`config.mk`:
```
export PLATFORM = sky130hd
export DESIGN_NAME = ibex_data_sram_bridge
export DESIGN_NICKNAME = d
export VERILOG_FILES = /design/src/rtl/ibex_bridge_pkg.sv /design/src/rtl/ibex_bridge_resp_fifo.sv /design/src/rtl/ibex_data_sram_bridge.sv
export SDC_FILE = /design/constraint.sdc
export NUM_CORES = 1
export LEC_CHECK = 0
export CAP_MARGIN = 25
export CELL_PAD_IN_SITES_DETAIL_PLACEMENT = 0
export CELL_PAD_IN_SITES_GLOBAL_PLACEMENT = 1
export CORE_MARGIN = 3
export CORE_UTILIZATION = 20
export DETAILED_ROUTE_END_ITERATION = 12
export PLACE_DENSITY = 0.95
export SLEW_MARGIN = 20
export SYNTH_ARGS = -nofsm -noshare
export SYNTH_HDL_FRONTEND = slang
export SYNTH_SLANG_ARGS = --single-unit
```
`constraint.sdc`:
```
create_clock -name clk_i -period 4.91 [get_ports clk_i]
set_clock_uncertainty 0.2 [all_clocks]
set_input_delay 1.2275 -clock clk_i [delete_from_list [all_inputs] [get_ports clk_i]]
set_output_delay 1.2275 -clock clk_i [all_outputs]
set_load 0.05 [all_outputs]
```
`src/rtl/ibex_bridge_pkg.sv`:
```
// Shared types and constants for the Ibex data-side SRAM bridge.
// Optional feature macro: IBEX_DATA_BRIDGE_RDATA_MASK_EN (byte-masked read data).
package ibex_bridge_pkg;

  localparam int unsigned BRIDGE_MAX_OUTSTANDING_LIMIT = 4;
  localparam logic [31:0] BRIDGE_ERR_RDATA             = 32'h0;

  // One tracked transaction; the byte enables are only kept when read masking is built in.
  typedef struct packed {
    logic       err;
    logic       we;
`ifdef IBEX_DATA_BRIDGE_RDATA_MASK_EN
    logic [3:0] be;
`endif
  } resp_entry_t;

endpackage

```
`src/rtl/ibex_bridge_resp_fifo.sv`:
```
// In-order response tracking FIFO for the data SRAM bridge.
// Supports push and pop in the same cycle; push when full and pop when empty are ignored.
module ibex_bridge_resp_fifo
  import ibex_bridge_pkg::*;
#(
  parameter int unsigned DEPTH = 2
) (
  input  logic                         clk_i,
  input  logic                         rst_ni,
  input  logic                         push_i,
  input  resp_entry_t                  entry_i,
  input  logic                         pop_i,
  output resp_entry_t                  head_o,
  output logic [$clog2(DEPTH+1)-1:0]   count_o,
  output logic                         empty_o,
  output logic                         full_o
);

  localparam int unsigned CW = $clog2(DEPTH + 1);
  localparam int unsigned PW = (DEPTH > 1) ? $clog2(DEPTH) : 1;

  resp_entry_t         mem_q [DEPTH];
  logic [PW-1:0]       wr_ptr_q, rd_ptr_q;
  logic [CW-1:0]       count_q;
  logic                do_push, do_pop;

  function automatic logic [PW-1:0] ptr_inc(input logic [PW-1:0] p);
    return (p == PW'(DEPTH - 1)) ? '0 : p + 1'b1;
  endfunction

  assign empty_o = (count_q == '0);
  assign full_o  = (count_q == CW'(DEPTH));
  assign count_o = count_q;
  assign head_o  = mem_q[rd_ptr_q];
  assign do_push = push_i & ~full_o;
  assign do_pop  = pop_i & ~empty_o;

  // Entry storage; contents need no reset since occupancy is tracked separately.
  always_ff @(posedge clk_i) begin
    if (do_push) begin
      mem_q[wr_ptr_q] <= entry_i;
    end
  end

  // Pointers and occupancy; reset flushes the FIFO.
  always_ff @(posedge clk_i) begin
    if (!rst_ni) begin
      wr_ptr_q <= '0;
      rd_ptr_q <= '0;
      count_q  <= '0;
    end else begin
      if (do_push) wr_ptr_q <= ptr_inc(wr_ptr_q);
      if (do_pop)  rd_ptr_q <= ptr_inc(rd_ptr_q);
      case ({do_push, do_pop})
        2'b10:   count_q <= count_q + 1'b1;
        2'b01:   count_q <= count_q - 1'b1;
        default: count_q <= count_q;
      endcase
    end
  end

endmodule

```
`src/rtl/ibex_data_sram_bridge.sv`:
```
// Bridges the Ibex data req/gnt/rvalid port to one on-chip SRAM with in-order,
// variable read latency. Out-of-window accesses complete with data_err_o.
// Optional feature macro: IBEX_DATA_BRIDGE_RDATA_MASK_EN (zero unselected read bytes).
module ibex_data_sram_bridge
  import ibex_bridge_pkg::*;
#(
  parameter logic [31:0] BASE_ADDR       = 32'h0010_0000,
  parameter int unsigned SIZE_BYTES      = 65536,
  parameter int unsigned SRAM_AW         = $clog2(SIZE_BYTES / 4),
  parameter int unsigned MAX_OUTSTANDING = 2
) (
  input  logic               clk_i,
  input  logic               rst_ni,
  input  logic               data_req_i,
  output logic               data_gnt_o,
  input  logic               data_we_i,
  input  logic [3:0]         data_be_i,
  input  logic [31:0]        data_addr_i,
  input  logic [31:0]        data_wdata_i,
  output logic               data_rvalid_o,
  output logic [31:0]        data_rdata_o,
  output logic               data_err_o,
  output logic               sram_req_o,
  input  logic               sram_gnt_i,
  output logic               sram_we_o,
  output logic [3:0]         sram_be_o,
  output logic [SRAM_AW-1:0] sram_addr_o,
  output logic [31:0]        sram_wdata_o,
  input  logic               sram_rvalid_i,
  input  logic [31:0]        sram_rdata_i
);

  localparam int unsigned CW       = $clog2(MAX_OUTSTANDING + 1);
  localparam logic [31:0] WIN_MASK = ~(SIZE_BYTES - 32'd1);

  logic              in_win, credit, push, pop;
  logic              fifo_empty, fifo_full;
  logic [CW-1:0]     count;
  resp_entry_t       push_entry, head;
  logic              rvalid_q, err_q;
  logic [31:0]       rdata_q, rdata_d;

  assign in_win = ((data_addr_i & WIN_MASK) == BASE_ADDR);
  // count is start-of-cycle occupancy, so a pop in this cycle never frees a credit early
  assign credit = (count < CW'(MAX_OUTSTANDING)) & ~fifo_full;

  assign sram_req_o   = rst_ni & data_req_i & in_win & credit;
  assign data_gnt_o   = rst_ni & data_req_i & credit & (~in_win | sram_gnt_i);
  assign sram_we_o    = data_we_i;
  assign sram_be_o    = data_be_i;
  assign sram_wdata_o = data_wdata_i;
  assign sram_addr_o  = SRAM_AW'((data_addr_i - BASE_ADDR) >> 2);

  assign push = data_gnt_o;

  // Build the tracking entry for the access being granted.
  always_comb begin
    push_entry     = '0;
    push_entry.err = ~in_win;
    push_entry.we  = data_we_i;
`ifdef IBEX_DATA_BRIDGE_RDATA_MASK_EN
    push_entry.be  = data_be_i;
`endif
  end

  ibex_bridge_resp_fifo #(
    .DEPTH (MAX_OUTSTANDING)
  ) u_resp_fifo (
    .clk_i   (clk_i),
    .rst_ni  (rst_ni),
    .push_i  (push),
    .entry_i (push_entry),
    .pop_i   (pop),
    .head_o  (head),
    .count_o (count),
    .empty_o (fifo_empty),
    .full_o  (fifo_full)
  );

  // Retire the head: error entries immediately, SRAM entries on sram_rvalid_i; stray responses drop.
  always_comb begin
    pop     = ~fifo_empty & (head.err | sram_rvalid_i);
    rdata_d = BRIDGE_ERR_RDATA;
    if (pop && !head.err && !head.we) begin
`ifdef IBEX_DATA_BRIDGE_RDATA_MASK_EN
      for (int unsigned i = 0; i < 4; i++) begin
        rdata_d[8*i +: 8] = head.be[i] ? sram_rdata_i[8*i +: 8] : 8'h00;
      end
`else
      rdata_d = sram_rdata_i;
`endif
    end
  end

  // Registered response to the core; one-cycle pulse per retired entry.
  always_ff @(posedge clk_i) begin
    if (!rst_ni) begin
      rvalid_q <= 1'b0;
      err_q    <= 1'b0;
      rdata_q  <= '0;
    end else begin
      rvalid_q <= pop;
      err_q    <= pop & head.err;
      rdata_q  <= rdata_d;
    end
  end

  assign data_rvalid_o = rvalid_q;
  assign data_err_o    = err_q;
  assign data_rdata_o  = rdata_q;

endmodule
```
======== Yosys cells after proc, flatten, opt, wreduce, memory -nomap -nowiden ========
Memories as Yosys holds them, arrays and structs flattened. A register that Yosys moved wholly into a read port is not among the register bits.
Index checks and enable logic that the tools add are counted.
word-level totals
  input port bits ......................... 106
  flip-flop bits (word level) ............. 38
  ROM bits ................................ 0
  latch bits .............................. 0
  memory bits (writable) .................. 4
  output and inout port bits .............. 87
  memories ................................ 1
  logic and storage cells ................. 46
memories
  memory             depth  width  rd ports  clocked after memory_dff  write ports  RTL line                     RTL
  u_resp_fifo.mem_q  2      2      1         1                         1            ibex_bridge_resp_fifo.sv:22  resp_entry_t mem_q [DEPTH];
operators by class
  add/sub/neg operators ................... 5
  $lt $le $gt $ge ......................... 1
  bitwise gates (word level) .............. 15
  reductions and logical operators ........ 7
  eq/ne operators ......................... 4
  div/mod/pow operators ................... 0
  multiply operators ...................... 0
  muxes and demuxes ....................... 7
  shift-type cells ........................ 0
operators by type and width
  cell                                                 count
  == test 16 x 5 -> 1 bit (second input constant)      1
  subtractor 16 x 1 -> 16 bit (second input constant)  1
  bitwise AND 1 bit                                    10
  2-to-1 mux 1 bit                                     6
  == test 2 bit (second input constant)                2
  one-hot mux 2 bit (2 select lines)                   1
  NOT 1 bit                                            3
  adder 1 bit (second input constant)                  2
  adder 2 x 1 -> 2 bit (second input constant)         1
  == test 2 x 1 -> 1 bit (second input constant)       1
  logical AND 1 bit                                    2
  logical NOT 1 bit                                    2
  logical NOT 2 bit                                    1
  less-than comparator 2 bit (second input constant)   1
  bitwise OR 1 bit                                     2
  AND reduction 2 bit                                  1
  nonzero test 2 bit                                   1
  subtractor 2 x 1 -> 2 bit (second input constant)    1

======== Logic depth before layout (Yosys ltp) ========
  word-level depth ........................ 8
  mapped depth ............................ 7
  depth with buffers taken out ............ 7

======== Hierarchy ========
From an unflattened synthesis, not the netlist that was laid out.
second synthesis, totals
  cell total of the unflattened synthesis .. 168
  area total of the unflattened synthesis .. 1810.5 um^2
modules (own cells, without submodules)
  module                 cells each  times used  area an instance (um^2)  seq. area each (um^2)
  ibex_data_sram_bridge  136         1           1431.4                   680.7
  ibex_bridge_resp_fifo  32          1           379.1                    220.2

======== Worst setup path before layout ========
No wires, ideal clock.
  path kind ............................... input port to output port
  start ................................... input port data_addr_i[18]
  end ..................................... output port sram_req_o
  cell stages on the path ................. 3
  arrival time ............................ 2.412 ns
  required time ........................... 3.483 ns
  buffers on the path ..................... 0
  path slack .............................. 1.071 ns
  cells stage by stage .................... nor4b_1 nand4_1 nor2_1
on the way
  word-level cells in the longest chain between the ends .. 3
ends and longest elaborated chain
  what                             RTL line                     RTL
  from (decl)                      ibex_data_sram_bridge.sv:18  input logic [31:0] data_addr_i,
  == test 16 x 5 -> 1 bit          ibex_data_sram_bridge.sv:43  assign in_win = ((data_addr_i & WIN_MASK) == BASE_ADDR);
  bitwise AND 1 bit (2 in series)  ibex_data_sram_bridge.sv:47  assign sram_req_o = rst_ni & data_req_i & in_win & credit;
  to (decl)                        ibex_data_sram_bridge.sv:23  output logic sram_req_o,
No other way between the ends.

==> results.txt <==
----------------------------------------------------
[Run status]
  Result of the run ... finished, final reports clean

[Route]
  Detailed Route WL ... about 4.5 mm
  Number of DRC markers in iteration 0 ... 37
  Detail Route met3 WL ... roughly 650 um
  Post-DR wirelength/cell ... around 14 um
  Antenna violation net count after detailed routing ... 0
  Top metal layer carrying routed signals ... met4
  Post-route DRC ... 0
  Average via count per standard cell ... roughly 3.8
  Vias after detailed routing ... approximately 1.2k
  Detailed Routing Iterations Pass 1 ... 3
  Wire length the detailed router placed on met1 ... about 1.3 mm
  Met2 Wirelength ... between 2 and 2.5 mm

[Placed design]
  Placer congestion estimate ... 0.666
  HPWL after detailed placement ... 3.85 mm
  Buffers added on ports ... 90
  Dpl cells ... slightly above 300

[Synthesis]
  Synthesized netlist net count ... around 270
  Post-synth top flop ... dfxtp_1
  Flops & latches, synth ... 43
  Cell count after synthesis ... 166
  Count of different cell masters after synthesis ... 31
  Fraction of the yosys area taken by sequential cells ... 49.3%
  Post-synth ARST share ... 0%
  Number of flops mapped to enable cells by yosys ... 4
  Warnings from Yosys ... 0
  Post-Synthesis Mean Instance Area ... ~11 um2
  Synthesized cell area ... 0.00183 mm2

[Die]
  Core box area ... just under 0.009 mm2
  Placement Rows ... 34
  Top-level I/O count ... about 190
  Die W ... slightly above 100 um
  Die outline area ... 0.0103 mm2
  Die boundary height ... around 100 um
  Initial core utilization ... ~21%

[Finish]
  Share of layout cells above drive strength 1 ... between 10% and 20%
  Diodes inserted ... 0
  Net count of the finished layout ... 315
  Non-filler instance count after layout ... about 320
  Layout overhead on the synthesized area ... 39.6%

[Pwr]
  PD cells ... approximately 310 mW/mm2
  Flop pwr share ... 50.0%
  Pint ... about 0.00059 W
  Leakage dissipation ... roughly 0.95 nW
  Proportion of power drawn by the clock network ... between 30% and 40%
  Gate power share ... about 20%
  Net switching fraction of the power ... approximately 24%
  Switching Power ... 0.000188 W
  Worst voltage drop across the vdd grid ... 0.0855 mV

[STA]
  Period utilization ... between 90% and 100%
  Slew at the pin closest to its max-slew limit ... between 500 and 600 ps
  Final-layout setup total negative slack ... 0 ps
  Maximum clock rate ... ~0.22 GHz
  Setup violation total in the final timing report ... 0
  Hold slack ... 334 ps
  Unrepaired setup endpoints after global routing ... false
  Hold violation total from the final report ... 0
  Worst slew margin relative to its limit ... around 65%
  Number of max-slew violations in the final report ... 0
  Minimum clock period ... around 4500 ps

[Clocking]
  Inserted Clock Buffers ... 5
  Maximum level of the CTS H-tree ... 2
  Clock root cell ... clkbuf_8
  Post-CTS Resized ... 0
  Number of buffers on the longest clock path ... 2
  Setup repair bufs after CTS ... 0
  Count of clock tree sinks ... 43
  Source-to-sink clock delay at the later pin of the worst-skew pair ... roughly 280 ps
  Clock-pin slew reported for the worst setup and hold paths after clock tree synthesis ... around 70 ps
  Hold-fix buffers at CTS ... 0
  CTS tree ... built

[GRT]
  Via count of the first global-routing pass ... ~1.1k
  Overflow left after global routing ... 0
  Maximum number of pins on one net before global-route repair ... 33
  Wire length of the first global-routing pass ... between 5 and 6 mm
  GR Util All Layers ... 7.74%
  Initial antenna violation count ... 0

[Setup path]
  CP delay by family, top ... simple AND/OR/NAND/NOR gates
  Crit path max fanout ... 6
  Critical Path Sink Type ... output pin
  Cells along the critical path ... clkdlybuf4s50_1 > nor4b_1 > nand4_1 > o21bai_1 > inv_1 > buf_4
  Worst path arrival time ... just over 3000 ps
  Worst reg2reg setup slack ... between 2000 and 3000 ps
  Type of the setup path with the least slack ... in2out
  Delay of the slowest critical-path stage ... 410 ps
  Type of element launching the critical path ... input port
  Count of buffer and inverter cells on the critical path ... 3
  Worst path slowest cell ... o21bai_1
  Required time of the worst setup path ... 3480 ps

[Flow run]
  Max-capacitance violation count ... 0

[Hold path]
  Worst min-delay path class ... reg2reg

----------------------------------------------------
power by group through the flow:
stage | Clock (W) | Sequential, W | Combinational [W]
finish | 0.000234 | 0.000389 | 0.000156
global route | 0.000259 | 0.000392 | 0.000169
CTS | 0.000246 | 0.000389 | 0.000158
detailed placement | 0 | 0.000397 | 0.000158
global placement | 0 | 0.000395 | 0.000150
floorplan | 0 | 0.000419 | 0.000173
kinds of logic after synthesis:
kind of cell / count (synthesis) / share of synthesized area (%)
flip-flops: 43 / 49.3
AO/OA/AOI/OAI: 7 / 3.29
buffers and inverters: 57 / 23.4
adder cells (fa/ha/maj): 1 / 0.684
AND/OR/NAND/NOR: 54 / 21.1
XOR/XNOR: 3 / 1.44
multiplexers: 1 / 0.821
cell usage after synthesis (all sizes together) (2+ instances only):
cell | n | area share [%]
and2 | 36 | 15
and3 | 2 | 0.96
buf | 54 | 23
dfxtp | 39 | 43
edfxtp | 4 | 6.6
inv | 2 | 0.41
nand3 | 2 | 0.55
nor2 | 3 | 0.62
nor4 | 3 | 1.0
o21ai | 2 | 0.55
xnor2 | 2 | 0.96
state kept, by name (all words and copies together), names as in the netlist, named ones only:
name                  count
data_rvalid_o             1
u_resp_fifo.rd_ptr_q      1
data_err_o                1
u_resp_fifo.count_o       2
u_resp_fifo.wr_ptr_q      1
u_resp_fifo.mem_q         4
data_rdata_o             32
cell usage in the layout (no fill, tap or decap):
| master | instances |
|---|---|
| or3_1 | 1 |
| o22a_4 | 1 |
| nor4b_1 | 1 |
| mux2_4 | 1 |
| clkdlybuf4s50_1 | 88 |
| ha_1 | 1 |
| o32ai_1 | 1 |
| or2b_1 | 1 |
| nor3b_1 | 1 |
| edfxtp_1 | 4 |
| and2_1 | 16 |
| nand3_1 | 2 |
| buf_12 | 1 |
| a21boi_0 | 1 |
| clkbuf_8 | 7 |
| dfxtp_1 | 39 |
| nor3_1 | 1 |
| xor2_1 | 1 |
| nor4_1 | 3 |
| nand2_1 | 1 |
| and2_4 | 20 |
| nor2_1 | 3 |
| and3_4 | 1 |
| a211o_1 | 1 |
| nand4_1 | 1 |
| buf_4 | 1 |
| o21ai_0 | 2 |
| o21bai_1 | 1 |
| xnor2_1 | 2 |
| clkbuf_1 | 1 |
| and3_1 | 1 |
| inv_1 | 2 |
| nand3b_1 | 1 |
metal layers:
metal / track usage (%) / up-vias
met5: 0 / -
met3: 3.65 / 18
met1: 6.24 / 516
met2: 14.7 / 98
li1: - / 559
met4: 5.01 / 0
final cells by class:
cell class / count / area (um2)
clock buffer: 8 / 100
inverter: 2 / 7.51
timing repair buffer: 90 / 908
tap: 108 / 135
fill: 916 / 6250
sequential: 43 / 901
multi-input combinational: 66 / 499
per-stage QoR:
stage	worst slack, ps	power [W]	cell area (um2)	utilization (%)
finish	447	0.000779	2550	29.0
floorplan	1070	0.000592	1830	-
global placement	451	0.000546	2450	27.8
CTS	393	0.000794	2550	29.0
global route	262	0.000819	2550	29.0
detailed placement	406	0.000555	2450	27.8
worst min-delay path, cell delays in order, from the launching register on:
cell,delay [ps]
dfxtp_1,340
o21ai_0,80
a21boi_0,70
path summary, 6_finish.rpt:
kind                           from                     end  cells after the start
max                 data_addr_i[18]              data_gnt_o                      6
min          u_resp_fifo.count_o[1]  u_resp_fifo.count_o[1]                      2
max reg2reg                register  u_resp_fifo.count_o[1]                      5
min reg2reg  u_resp_fifo.count_o[1]  u_resp_fifo.count_o[1]                      2
No activity file was read; power rests on OpenSTA's default activity.
==> RTL change 1: new RTL, same flow settings <==
Set the parameter `MAX_OUTSTANDING` to 4 (it was 2).
--- a/src/rtl/ibex_data_sram_bridge.sv
+++ b/src/rtl/ibex_data_sram_bridge.sv
@@ -7,7 +7,7 @@
   parameter logic [31:0] BASE_ADDR       = 32'h0010_0000,
   parameter int unsigned SIZE_BYTES      = 65536,
   parameter int unsigned SRAM_AW         = $clog2(SIZE_BYTES / 4),
-  parameter int unsigned MAX_OUTSTANDING = 2
+  parameter int unsigned MAX_OUTSTANDING = 4
 ) (
   input  logic               clk_i,
   input  logic               rst_ni,
Formal check against the unedited RTL: not equivalent (Yosys sat finds a counterexample within 4 cycles, from zero or initial values and one cycle with rst_ni low).
==> RTL change 1 against the unedited design <==
Synthesized cell count grew 22%. Global-route usage is 1.2 points higher. Non-clock buffer count grew 1. Area after synthesis up 20%. Core utilization is 0.73 points lower. Power up 30%. Worst setup slack worse by 0.22 ns. Design area is 16% higher. Maximum frequency down 4.6%. Routed wire length grew 28%. Cell count grew 20%. Combinational power is 52% higher. Sequential cell count is 8 higher. Via count rose by 24%. Critical endpoint unchanged. Largest power group unchanged. Highest routed layer unchanged.
==> RTL change 1: results (changes against the unedited design) <==
Status
Run status: complete, no violations (unchanged).

Layout
The total number of nets in the final design is 356 (was 315). The fraction of layout cells with a size suffix above 1 came to 5.328% (was 15.31%). The fill cell total of the finished layout is 1075 (was 916).

The flip-flop count of the largest register after layout is 32 (unchanged).

Synth
The share of the synthesized area in compound gates (AO/OA/AOI/OAI) is 2.735% (was 3.285%). Cells taking the most area after synthesis: dfxtp_1 (39%), buf_4 (17%), and2_1 (11%), edfxtp_1 (11%), ha_1 (3.4%) (was dfxtp_1 (43%), buf_4 (21%), and2_4 (9.6%), edfxtp_1 (6.6%), and2_1 (5.5%)). The sequential element share of the synthesized area is 50.14% (was 49.28%). List of most frequent post-synthesis cells: buf_4 (51), dfxtp_1 (43), and2_1 (39), edfxtp_1 (8) (was buf_4 (51), dfxtp_1 (39), and2_4 (20), and2_1 (16), edfxtp_1 (4)).

The count of flip-flops with a built-in enable after synthesis was 8 (was 4). The post-synthesis mux area share came to 2.222% (was 0.8214%). The Yosys warning count is 0 (unchanged). The number of distinct library cells after synthesis came to 31 (unchanged). The synthesized-area fraction occupied by xor and xnor cells is 0.7977% (was 1.437%). The proportion of register bits with asynchronous set or reset after synthesis is 0% (unchanged). The synthesized net count was 315 (was 273). The adder and majority cell fraction of the synthesized area was 4.330% (was 0.6845%).

Worst setup path
The slowest library cell on the worst path was nor4b_1 (was o21bai_1). The path depth of the worst reg2reg path was 8 (was 5). The signal arrival time at the worst endpoint is 3.25 ns (was 3.04 ns).

The longest individual stage delay on the worst path came to 0.57 ns (was 0.41 ns). The start point of the critical path was data_addr_i[18] (unchanged).

Clock tree
The number of buffers on the longest clock path came to 2 (unchanged). The clock slew at the register clock pins of the worst setup and hold paths was 0.09 ns (was 0.07 ns). The number of levels the H-tree was split into was 2 (unchanged). The total clock buffers created by CTS is 5 (unchanged). Clock latency on the worst-skew pair, taken at its later pin, is 0.29 ns. The post-CTS setup buffer count is 0 (unchanged).

Global routing
The via count of the first global-routing pass is 1466 (was 1149). The first-pass GRT wire length was 8.583 mm (was 5.947 mm). The pin count of the biggest net entering global routing is 33 (unchanged). The total global routing track utilization is 8.977% (was 7.740%). The initial antenna violation count was 0 (unchanged).

Routing
The number of iterations in the first detailed-routing pass was 4 (was 3). The detailed-route vias per instance is 3.884 (was 3.757). The DRC marker count from the first detailed-route iteration is 48 (was 37). The total length of routed wires is 5.781 mm (was 4.515 mm).

Pwr
The worst ir drop on vdd is 0.0001292 V (was 0.00008550 V). The net switching share of the total power came to 27.89% (was 24.18%). The leakage dissipation was 0.001089 µW (was 0.0009539 µW).

Min path
The class of the worst hold path was reg -> reg (unchanged). The worst hold path startpoint is u_resp_fifo.rd_ptr_q[1] (was u_resp_fifo.count_o[1]). The worst hold path depth is 2 (unchanged).

STA
The final clock period utilization by the worst path came to 95.32% (was 90.90%). The relative max-transition margin was 44.48% (was 64.63%).

Placement
The routability-driven placement congestion ratio is 0.7761 (was 0.6662). The half-perimeter wire length after detailed placement came to 4.911 mm (was 3.852 mm).
## RTL change 1: cell types whose count changed after synthesis, sizes merged, moves of 3 or more
cell    delta
ha         +5
nand4      +5
dfxtp      +4
edfxtp     +4
inv        +4
nand2      +4
and2       +3
## RTL change 1: stage by stage
step | cells | setup WS, ns | area (µm²) | hold slack [ns] | utilization [%]
2_1_floorplan | 202 | 0.9821 | 2196 | 0.2626 | -
4_1_cts | 380 | 0.2308 | 2968 | 0.3096 | 28.24
5_1_grt | 380 | 0.1777 | 2968 | 0.3733 | 28.24
6_report | 380 | 0.2296 | 2968 | 0.3144 | 28.24
3_5_place_dp | 372 | 0.2441 | 2854 | 0.2956 | 27.16
3_3_place_gp | 372 | 0.3071 | 2854 | 0.2823 | 27.16
## RTL change 1: layout make-up
type                            instances  area [µm²]  area share (%)
Inverter                                6       22.52          0.7589
Multi-Input combinational cell         88       644.4           21.71
Tap cell                              136       170.2           5.734
Sequential cell                        51        1101           37.10
Clock buffer                            5       68.82           2.319
Timing Repair Buffer                   91       915.9           30.86
Clock inverter                          3       45.04           1.518
## RTL change 1: per-layer routing
layer  share of wire, %  vias to the layer above  wire length (µm)  track usage (%)
li1                   -                      690                 -                -
met1                 30                      632              1758            7.576
met2                 50                      130              2908            16.95
met3                 16                       24               911            4.640
met4                3.5                        0               203            4.516
met5                  0                        -                 0                0
## RTL change 1: path summary, 6_finish.rpt
path                                           endpoint  slack, ns
worst min-delay path            u_resp_fifo.rd_ptr_q[1]       0.31
worst max register to register   u_resp_fifo.count_o[2]       2.40
worst max-delay path                         data_gnt_o       0.23
worst min register to register  u_resp_fifo.rd_ptr_q[1]       0.31
## RTL change 1: cell families (layout without fill, tap and decap cells)
logic type                 after synthesis  after routing
buffers and inverters                   63            105
and+or+nand+nor                         68             68
AOI/OAI and AO/OA                        9              9
xor gates and xnor gates                 2              2
DFF                                     51             51
adders and majority gates                7              7
muxes                                    2              2
## RTL change 1: worst register-to-register path, cell delays in order, from the launching register on
cell	delay, ns
dfxtp_1	0.40
mux4_2	0.57
o21a_1	0.26
ha_1	0.25
inv_1	0.07
fa_1	0.17
xor2_1	0.07
or3_1	0.30
a21boi_0	0.16
## RTL change 1: power groups by stage
stage	clock network [µW]	logic, µW	registers [µW]
2_1_floorplan	0	223	523
3_3_place_gp	0	232	487
4_1_cts	305	241	480
6_report	292	237	480
5_1_grt	317	261	484
3_5_place_dp	0	240	489
==> RTL change 2: new RTL, config.mk and constraints unchanged <==
Without the edit above. Reset style: asynchronous (`rst_ni`), changed in 2 clocked blocks.
--- a/src/rtl/ibex_bridge_resp_fifo.sv
+++ b/src/rtl/ibex_bridge_resp_fifo.sv
@@ -43,7 +43,7 @@
   end
 
   // Pointers and occupancy; reset flushes the FIFO.
-  always_ff @(posedge clk_i) begin
+  always_ff @(posedge clk_i or negedge rst_ni) begin
     if (!rst_ni) begin
       wr_ptr_q <= '0;
       rd_ptr_q <= '0;
--- a/src/rtl/ibex_data_sram_bridge.sv
+++ b/src/rtl/ibex_data_sram_bridge.sv
@@ -93,7 +93,7 @@
   end
 
   // Registered response to the core; one-cycle pulse per retired entry.
-  always_ff @(posedge clk_i) begin
+  always_ff @(posedge clk_i or negedge rst_ni) begin
     if (!rst_ni) begin
       rvalid_q <= 1'b0;
       err_q    <= 1'b0;
Formal check against the unedited RTL: differs if rst_ni is asserted again (counterexample within 4 cycles, from zero or initial values and one cycle with rst_ni low); with rst_ni held inactive, the same outputs for 10 cycles.
==> RTL change 2 against the unedited design <==
Area after synthesis grew 9.2%. Non-clock buffer count grew 1. Worst setup slack gained 0.20 ns. Sequential cell count shrank 1. Cell count grew 4.4%. Maximum frequency grew 4.7%. Routed wire length shrank 11%. Highest routed layer unchanged. Largest cell class is now registers. Design area grew 7.0%.
Power is not compared: it rests on default switching activity, and its combinational part moved more than twofold at a synthesized area within 25%.
==> RTL change 2: results (changes against the unedited design) <==
Status
Run status: complete, no violations (unchanged).

Worst setup path
The maximum fanout encountered on the critical timing path is 4 (was 6). The signal arrival time at the worst endpoint came to 2.83 ns (was 3.04 ns).

Synth
Cells taking the most area after synthesis: dfrtp_1 (48%), buf_4 (19%), and2_4 (11%), edfxtp_1 (6.0%), and2_1 (2.2%) (was dfxtp_1 (43%), buf_4 (21%), and2_4 (9.6%), edfxtp_1 (6.6%), and2_1 (5.5%)). The count of flip-flops with a built-in enable after synthesis is 4 (unchanged). The proportion of register bits with asynchronous set or reset after synthesis came to 90.48% (was 0%).

The synthesized net count came to 264 (was 273). The Yosys warning count is 0 (unchanged). The sequential element share of the synthesized area is 53.67% (was 49.28%).

List of most frequent post-synthesis cells: buf_4 (51), dfrtp_1 (38), and2_4 (25), and2_1 (7), nor2_1 (5) (was buf_4 (51), dfxtp_1 (39), and2_4 (20), and2_1 (16), edfxtp_1 (4)). The number of distinct library cells after synthesis is 22 (was 31). The instance count of the mapped netlist is 157 (was 166).

Clock tree
The clock insertion delay at the later pin of the skew report is 0.28 ns (about the same). The number of levels the H-tree was split into was 2 (unchanged). The count of instances resized after the clock tree is built is 0 (unchanged). The total clock buffers created by CTS came to 5 (unchanged). The post-CTS setup buffer count is 0 (unchanged). Clock-pin slew was measured on the worst setup and hold paths at 0.08 ns. The number of buffers on the longest clock path is 2 (unchanged). The buffer cell driving the clock tree root is clkbuf_8 (unchanged).

Placement
The routability-driven placement congestion ratio is 0.6521 (was 0.6662). The half-perimeter wire length after detailed placement came to 3.266 mm (was 3.852 mm). The total of buffers placed on input and output ports is 90 (unchanged).

The number of placed instances, taps included came to 323 (was 309).

Layout
The fraction of layout cells with a size suffix above 1 was 22.28% (was 15.31%). The flip-flop count of the largest register after layout came to 32 (unchanged). The antenna cell count is 0 (unchanged).

The total number of nets in the final design came to 308 (was 315).

Routing
The DRC marker count from the first detailed-route iteration is 34 (was 37). The detailed-route wire length per cell is 12.15 µm (was 14.24 µm). The detailed-route vias per instance is 3.529 (was 3.757). The number of iterations in the first detailed-routing pass is 3 (unchanged). The total number of vias is 1168 (was 1191).

Pwr
Across the VDD grid, the largest voltage drop is 0.0001206 V. For this design the static power due to leakage is 0.001164 µW.

Global routing
The total overflow reported by the global router is 0 (unchanged). The initial antenna violation count is 0 (unchanged). The total global routing track utilization came to 6.976% (was 7.740%). The first-pass GRT wire length is 6.016 mm (was 5.947 mm). The pin count of the biggest net entering global routing was 39 (was 33).

STA
The relative max-transition margin is 55.15% (was 64.63%).

Min path
The class of the worst hold path is reg -> reg (unchanged).
## RTL change 2: cell count changes after synthesis, sizes merged, moves of 2 or more
cell	delta
nand3	-2
dfxtp	-39
nor2	+3
inv	+2
xnor2	+2
dfrtp	+38
and2	-4
and3	-2
## RTL change 2: metal layers
metal	vias to the layer above	global-route usage [%]	share of wire (%)
met2	84	12.07	49
met4	0	4.163	3.3
li1	524	-	-
met3	21	2.854	13
met5	-	0	0
met1	539	7.021	35
## RTL change 2: cells by family after synthesis
group | Yosys count | share of synthesized area, %
AO/OA/AOI/OAI | 4 | 2.069
XOR/XNOR | 5 | 2.194
adder cells (fa/ha/maj) | 1 | 0.6269
buffers and inverters | 58 | 21.63
flip-flops | 42 | 53.67
multiplexers | 1 | 0.7521
AND/OR/NAND/NOR | 46 | 19.06
## RTL change 2: critical path, cell delays in order
cell and delay (ns):
clkdlybuf4s50_1 0.41, nor4_2 0.36, nand4_2 0.24, nor3_1 0.32, buf_4 0.26
## RTL change 2: path summary, 6_finish.rpt
| path | start | to | slack [ns] | depth (start not counted) |
|---|---|---|---|---|
| hold reg to reg | u_resp_fifo.wr_ptr_q | u_resp_fifo.wr_ptr_q | 0.31 | 1 |
| hold / removal | u_resp_fifo.wr_ptr_q | u_resp_fifo.wr_ptr_q | 0.31 | 1 |
| min in group asynchronous | rst_ni | u_resp_fifo.count_o[0] | 0.80 | 2 |
| max in group asynchronous | rst_ni | data_rdata_o[10] | 3.38 | 2 |
| setup reg to reg | u_resp_fifo.rd_ptr_q | u_resp_fifo.count_o[1] | 3.01 | 6 |
| setup / recovery | data_addr_i[22] | sram_req_o | 0.65 | 5 |
## RTL change 2: area by class of cell
type                    instances  area (µm²)
flip-flops and latches         42        1071
fillers                       980        6729
clock buffers                   7       86.33
multi-input cells              57       493.0
clock inverters                 1       5.005
well taps                     129       161.4
repair buffers                 91       898.4
inverters                       4       15.01
## RTL change 2: stage by stage
| stage | setup slack (ns) | instance area (µm²) |
|---|---|---|
| after floorplan | 0.6993 | 1996 |
| after global placement | 0.6458 | 2639 |
| after detailed placement | 0.6163 | 2639 |
| after CTS | 0.6093 | 2730 |
| after global routing | 0.5472 | 2730 |
| final | 0.6489 | 2730 |
## RTL change 2: report_power, final
part           internal (µW)  switching, µW  leakage [µW]  total, µW
logic                    198            259      0.000571        457
registers                414           38.7      0.000544        453
clock network            113            105     0.0000482        219
total                    725            403       0.00116       1130
